### src/rtl/if_stage_sequencer_pkg.sv
// Shared fetch-stage types and constants (also used by decode and the hazard unit).
package if_stage_sequencer_pkg;

    localparam int unsigned XLEN              = 32;
    localparam int unsigned INSTR_BYTES       = 4;
    localparam int unsigned MEM_BYTES_DEFAULT = 60;

    localparam logic [XLEN-1:0] HALT_WORD_DEFAULT = 32'hFFFF_FFFF;
    localparam logic [XLEN-1:0] RESET_PC_DEFAULT  = 32'h0000_0000;

    typedef enum logic [1:0] {
        ST_RUN   = 2'd0,
        ST_FAULT = 2'd1,
        ST_HALT  = 2'd2
    } fetch_state_t;

    // IF/ID payload carried alongside the valid bit
    typedef struct packed {
        logic [XLEN-1:0] pc;
        logic [XLEN-1:0] pc4;
        logic [XLEN-1:0] instr;
    } ifid_payload_t;

endpackage

### src/rtl/if_stage_sequencer_ifid_pipe_reg.sv
// IF/ID pipeline register with bubble / hold / load controls (bubble > hold > load).
// Ports:
//   clk, rst_n    clock, async active-low reset
//   bubble_i      clear valid and instr (pc fields kept)
//   hold_i        keep every field
//   load_i        capture payload_i as a valid instruction
//   payload_i     {pc, pc4, instr} to capture
//   valid_o       register holds a real instruction
//   payload_o     registered {pc, pc4, instr}
module ifid_pipe_reg
    import if_stage_sequencer_pkg::*;
(
    input  logic          clk,
    input  logic          rst_n,
    input  logic          bubble_i,
    input  logic          hold_i,
    input  logic          load_i,
    input  ifid_payload_t payload_i,
    output logic          valid_o,
    output ifid_payload_t payload_o
);

    logic          valid_q, valid_d;
    ifid_payload_t payload_q, payload_d;

    // Next-value selection; neither load nor hold means an implicit bubble
    always_comb begin
        valid_d   = valid_q;
        payload_d = payload_q;
        if (bubble_i) begin
            valid_d         = 1'b0;
            payload_d.instr = '0;
        end else if (hold_i) begin
            valid_d   = valid_q;
            payload_d = payload_q;
        end else if (load_i) begin
            valid_d   = 1'b1;
            payload_d = payload_i;
        end else begin
            valid_d         = 1'b0;
            payload_d.instr = '0;
        end
    end

    always_ff @(posedge clk or negedge rst_n) begin
        if (!rst_n) begin
            valid_q   <= 1'b0;
            payload_q <= '0;
        end else begin
            valid_q   <= valid_d;
            payload_q <= payload_d;
        end
    end

    assign valid_o   = valid_q;
    assign payload_o = payload_q;

endmodule

### src/rtl/if_stage_sequencer.sv
// Fetch-stage controller: owns the PC, addresses instruction memory, fills IF/ID,
// traps bad fetch addresses, stops on the halt word and counts valid fetches.
// Ports:
//   clk, rst_n                   clock, async active-low reset
//   stall, flush                 hazard-unit hold / squash requests
//   redirect_valid, redirect_pc  taken branch/jump target
//   imem_addr, imem_rdata        instruction memory (same-cycle read)
//   ifid_valid/pc/pc4/instr      IF/ID register contents
//   pc_fault, halted             FAULT / HALT state indication
//   fetch_count                  instructions written valid into IF/ID
module if_stage_sequencer
    import if_stage_sequencer_pkg::*;
#(
    parameter int unsigned MEM_BYTES = MEM_BYTES_DEFAULT,
    parameter logic [31:0] RESET_PC  = RESET_PC_DEFAULT,
    parameter logic [31:0] HALT_WORD = HALT_WORD_DEFAULT
) (
    input  logic        clk,
    input  logic        rst_n,
    input  logic        stall,
    input  logic        flush,
    input  logic        redirect_valid,
    input  logic [31:0] redirect_pc,
    output logic [31:0] imem_addr,
    input  logic [31:0] imem_rdata,
    output logic        ifid_valid,
    output logic [31:0] ifid_pc,
    output logic [31:0] ifid_pc4,
    output logic [31:0] ifid_instr,
    output logic        pc_fault,
    output logic        halted,
    output logic [31:0] fetch_count
);

    fetch_state_t    state_q, state_d;
    logic [XLEN-1:0] pc_q, pc_d;
    logic [XLEN-1:0] cnt_q, cnt_d;
    logic [XLEN-1:0] pc_plus4;
    logic            fetch_ok;
    logic            ifid_bubble, ifid_hold, ifid_load;
    ifid_payload_t   ifid_in, ifid_out;

    // 33-bit range check so addresses near 2^32 cannot wrap into range
    assign fetch_ok = (pc_q[1:0] == 2'b00) &&
                      ((33'(pc_q) + 33'd3) < 33'(MEM_BYTES));
    assign pc_plus4 = pc_q + XLEN'(INSTR_BYTES);

    // Next-state, next-PC, counter and IF/ID control
    always_comb begin
        state_d     = state_q;
        pc_d        = pc_q;
        cnt_d       = cnt_q;
        ifid_bubble = flush || redirect_valid;
        ifid_hold   = 1'b0;
        ifid_load   = 1'b0;
        unique case (state_q)
            ST_RUN: begin
                if (redirect_valid) begin
                    pc_d = redirect_pc;
                end else if (stall) begin
                    ifid_hold = 1'b1;
                end else if (!fetch_ok) begin
                    state_d = ST_FAULT;
                end else begin
                    pc_d = pc_plus4;
                    if (!flush) begin
                        ifid_load = 1'b1;
                        cnt_d     = cnt_q + 32'd1;
                        // Halt word is delivered to IF/ID; PC stays on it
                        if (imem_rdata == HALT_WORD) begin
                            state_d = ST_HALT;
                            pc_d    = pc_q;
                        end
                    end
                end
            end
            ST_FAULT, ST_HALT: begin
                // Only a redirect leaves these states; IF/ID drains to bubbles
                if (redirect_valid) begin
                    state_d = ST_RUN;
                    pc_d    = redirect_pc;
                end
            end
            default: begin
                state_d = ST_RUN;
            end
        endcase
    end

    always_ff @(posedge clk or negedge rst_n) begin
        if (!rst_n) begin
            state_q <= ST_RUN;
            pc_q    <= RESET_PC;
            cnt_q   <= '0;
        end else begin
            state_q <= state_d;
            pc_q    <= pc_d;
            cnt_q   <= cnt_d;
        end
    end

    assign ifid_in = '{pc: pc_q, pc4: pc_plus4, instr: imem_rdata};

    ifid_pipe_reg u_ifid (
        .clk       (clk),
        .rst_n     (rst_n),
        .bubble_i  (ifid_bubble),
        .hold_i    (ifid_hold),
        .load_i    (ifid_load),
        .payload_i (ifid_in),
        .valid_o   (ifid_valid),
        .payload_o (ifid_out)
    );

    assign imem_addr   = pc_q;
    assign ifid_pc     = ifid_out.pc;
    assign ifid_pc4    = ifid_out.pc4;
    assign ifid_instr  = ifid_out.instr;
    assign pc_fault    = (state_q == ST_FAULT);
    assign halted      = (state_q == ST_HALT);
    assign fetch_count = cnt_q;

endmodule
### config.mk
export PLATFORM = sky130hd
export DESIGN_NAME = if_stage_sequencer
export DESIGN_NICKNAME = d
export VERILOG_FILES = /design/src/rtl/if_stage_sequencer_pkg.sv /design/src/rtl/if_stage_sequencer_ifid_pipe_reg.sv /design/src/rtl/if_stage_sequencer.sv
export SDC_FILE = /design/constraint.sdc
export NUM_CORES = 1
export LEC_CHECK = 0
export CORE_MARGIN = 2
export CORE_UTILIZATION = 53
export CTS_CLUSTER_DIAMETER = 200
export DETAILED_ROUTE_END_ITERATION = 8
export PLACE_DENSITY = 0.87
export SETUP_SLACK_MARGIN = 0.4
export SLEW_MARGIN = 20
export SYNTH_ARGS = -nofsm -noshare
export SYNTH_HDL_FRONTEND = slang
export SYNTH_HIERARCHICAL = 1
export SYNTH_SLANG_ARGS = --single-unit
### constraint.sdc
create_clock -name clk -period 7.5 [get_ports clk]
set_clock_uncertainty 0.05 [all_clocks]
set_input_delay 1.875 -clock clk [delete_from_list [all_inputs] [get_ports clk]]
set_output_delay 1.875 -clock clk [all_outputs]
set_load 0.01 [all_outputs]
==> reports/metrics.yaml <==
status:
  status: "completed"
timing:
  tns_ns: 0
  hold_ws_ns: 0.446
  max_slew_margin_pct: 27.9
  rsz0062_at_grt: "no"
  finalHoldViolCount: 0
  min_period_ns: 5.46
  timing.final.crit_share_pct: 72.8
  finalMaxSlewViolations: 0
  fmax_mhz: 183
  setup_viol: 0
  worstMarginPinSlew_ns: 1.08
die:
  die_h_um: 130
  core.rowCount: 46
  die_w_um: 130
  pin_count: 232
  die_area_um2: 17000
  start_util_pct: 53.7
  core_area_um2: 15800
synthesis:
  async_flop_share_pct: 100
  syn_area_per_cell_um2: 10.6
  yosysTopAreaCell: "dfrtp_1"
  synth.distinct_cells: 60
  syn_nets: 874
  syn_inst: 799
  synth_ff_type: "dfrtp_1"
  synth-edff-count: 0
  synth_area_leaders: "dfrtp_1 48%, mux2_4 11%, nand2_1 4.4%"
  yosysTopAreaCellShare_pct: 48.2
  synth_area_um2: 8460
  ys_ff_latch: 163
  ys.warnings.count: 6
  seq_area_frac_synth_pct: 48.2
finish:
  fillers: 1164
  mostFrequentLayoutCells: "230 x clkdlybuf4s50_1, 163 x dfrtp_1, 99 x nand2_1"
  multiInputGateArea_um2: 3940
  final_cells: 1224
  fin_util_pct: 71.8
  areaGrowthSynthToFinish_pct: 33.8
  drive_above_1_share_pct: 12.1
  regArea_um2: 4080
  nets: 1070
  final_common_cell: "clkdlybuf4s50_1"
  antenna_cells_inserted: 0
place:
  io_buffers: 231
  dp.cells: 1192
  hpwl_um: 16400
  place.gp.congestion: 0.904
clock_tree:
  tritoncts: "built"
  post_cts_resized: 0
  cts_buffers: 17
  cts.clk_slew.worst_paths_ns: 0.06
  ctsLongestPathBuffers: 2
  clk_latency_ns: 0.43
  root_buffer: "clkbuf_16"
  htreeDepth: 4
  clock_sinks: 163
  hold_buffers: 0
  cts_setup_buffers: 0
setup_path:
  reg2reg_depth: 12
  worstPathMaxFanout: 34
  reg2reg_from: "imem_addr[2]"
  setup.worst_path.end_class: "flop"
  cp.arrival_ns: 5.72
  path_class: "reg -> reg"
  cp-start-kind: "flop"
  cp.required_ns: 7.76
  setup.worst_path.start: "imem_addr[2]"
detailed_routing:
  drtIter0Drc: 614
  drc: 0
  drt-wirelength-per-cell_um: 19.3
  dr.pass1.iters: 6
  antenna_left: 0
  detailroute.via_count: 6956
  vias_per_cell: 5.68
  routed_wl_um: 23600
pwr:
  seq_power_share_pct: 42.4
  switching_share_pct: 35.1
  internal_power_mw: 1.82
  p_leak_nw: 4.78
  comb_power_share_pct: 26.3
  p_per_area_nw_per_um2: 247
  peakVddDrop_mv: 0.163
  clkPwrFrac_pct: 31.4
  p_switching_mw: 0.984
min_path:
  hp-start: "fetch_count[8]"
  holdPathStages: 1
  min-delay-path-class: "reg -> reg"
job:
  maxCapViolations: 0
global_route:
  antenna_found_initial: 0
  grt_remaining_overflow: 0
  grt_max_degree: 92
  grt_pass1_wl_um: 36600
  grt_usage_pct: 28.2
  grt_pass1_vias: 6745
[registers in the layout (all words and copies together) (netlist names)]
name,flops
u_ifid/payload_o,96
fetch_count,32
imem_addr,32
state_q,2
u_ifid/valid_o,1
[metrics by stage]
stage	worst slack (ns)	cell area, um^2	power (mW)
after global placement	2.27	10700	1.90
after detailed placement	2.12	10700	1.92
after CTS	2.10	11300	2.81
final	2.04	11300	2.80
after floorplan	3.47	8460	1.57
after global routing	1.67	11300	2.93
[cell usage after synthesis (2+ instances only)]
library cell / n
a21oi_1: 43
a221o_1: 2
a31o_2: 2
a31oi_1: 2
and3_1: 6
and4_1: 2
buf_1: 4
buf_12: 6
buf_2: 9
buf_4: 2
buf_6: 2
clkbuf_1: 35
dfrtp_1: 163
ha_1: 6
inv_1: 23
mux2_2: 9
mux2_4: 60
mux2i_1: 7
nand2_1: 99
nand2b_1: 2
nand3_1: 19
nand3b_1: 35
nand4_1: 28
nor2_1: 61
nor3_1: 23
nor3_2: 3
nor4_1: 10
o211ai_1: 22
o21a_1: 2
o21ai_0: 9
o21ai_1: 2
o22ai_1: 4
o31ai_1: 3
or2_2: 5
or3_1: 4
or4_1: 3
xnor2_1: 24
xor2_1: 36
[metal layers]
layer  global-route usage (%)  routed length [um]
met1                     36.1                9450
met2                     46.0               11400
met3                     8.94                2340
met4                     8.95                 423
met5                        0                   0
[final timing paths]
path	slack, ns	endpoint
worst min-delay path	0.45	fetch_count[8]
max in group asynchronous	4.47	imem_addr[31]
worst max register to register	2.04	u_ifid/payload_o[95]
worst min register to register	0.45	fetch_count[8]
min in group asynchronous	1.48	u_ifid/payload_o[81]
worst max-delay path	2.04	u_ifid/payload_o[95]
[logic make-up (layout without fill, tap and decap cells)]
logic type	Yosys count	count (layout)	synth area share [%]
muxes	77	77	12.8
buffers and inverters	82	291	5.32
adders and majority gates	6	6	0.887
and+or+nand+nor	310	310	18.7
xor gates and xnor gates	60	60	6.21
AOI/OAI and AO/OA	101	101	7.85
DFF	163	163	48.2
[power groups by stage]
| stage | clock network, mW | registers [mW] | logic [mW] |
|---|---|---|---|
| after floorplan | 0 | 1.09 | 0.480 |
| after global placement | 0 | 1.19 | 0.706 |
| after detailed placement | 0 | 1.20 | 0.725 |
| after CTS | 0.894 | 1.18 | 0.733 |
| after global routing | 0.931 | 1.20 | 0.801 |
| final | 0.878 | 1.19 | 0.736 |
[critical path, stage by stage (launching register included)]
cell and delay [ns]:
dfrtp_1 0.50, ha_1 0.31, nand3_2 0.21, nor4_2 0.40
nand3_1 0.16, or4b_1 0.52, a2111oi_2 0.47, nand3_1 0.32
or2_1 0.36, inv_1 0.76, nor3b_4 0.33, buf_4 0.51
mux2_2 0.40
[area by class of cell]
cell class,instances,area share (%)
Sequential cell,163,36.0
Multi-Input combinational cell,554,34.8
Timing Repair Buffer,236,20.8
Clock buffer,22,4.19
Tap cell,216,2.39
Clock inverter,10,1.08
Inverter,23,0.763
No activity file was read; power rests on OpenSTA's default activity.
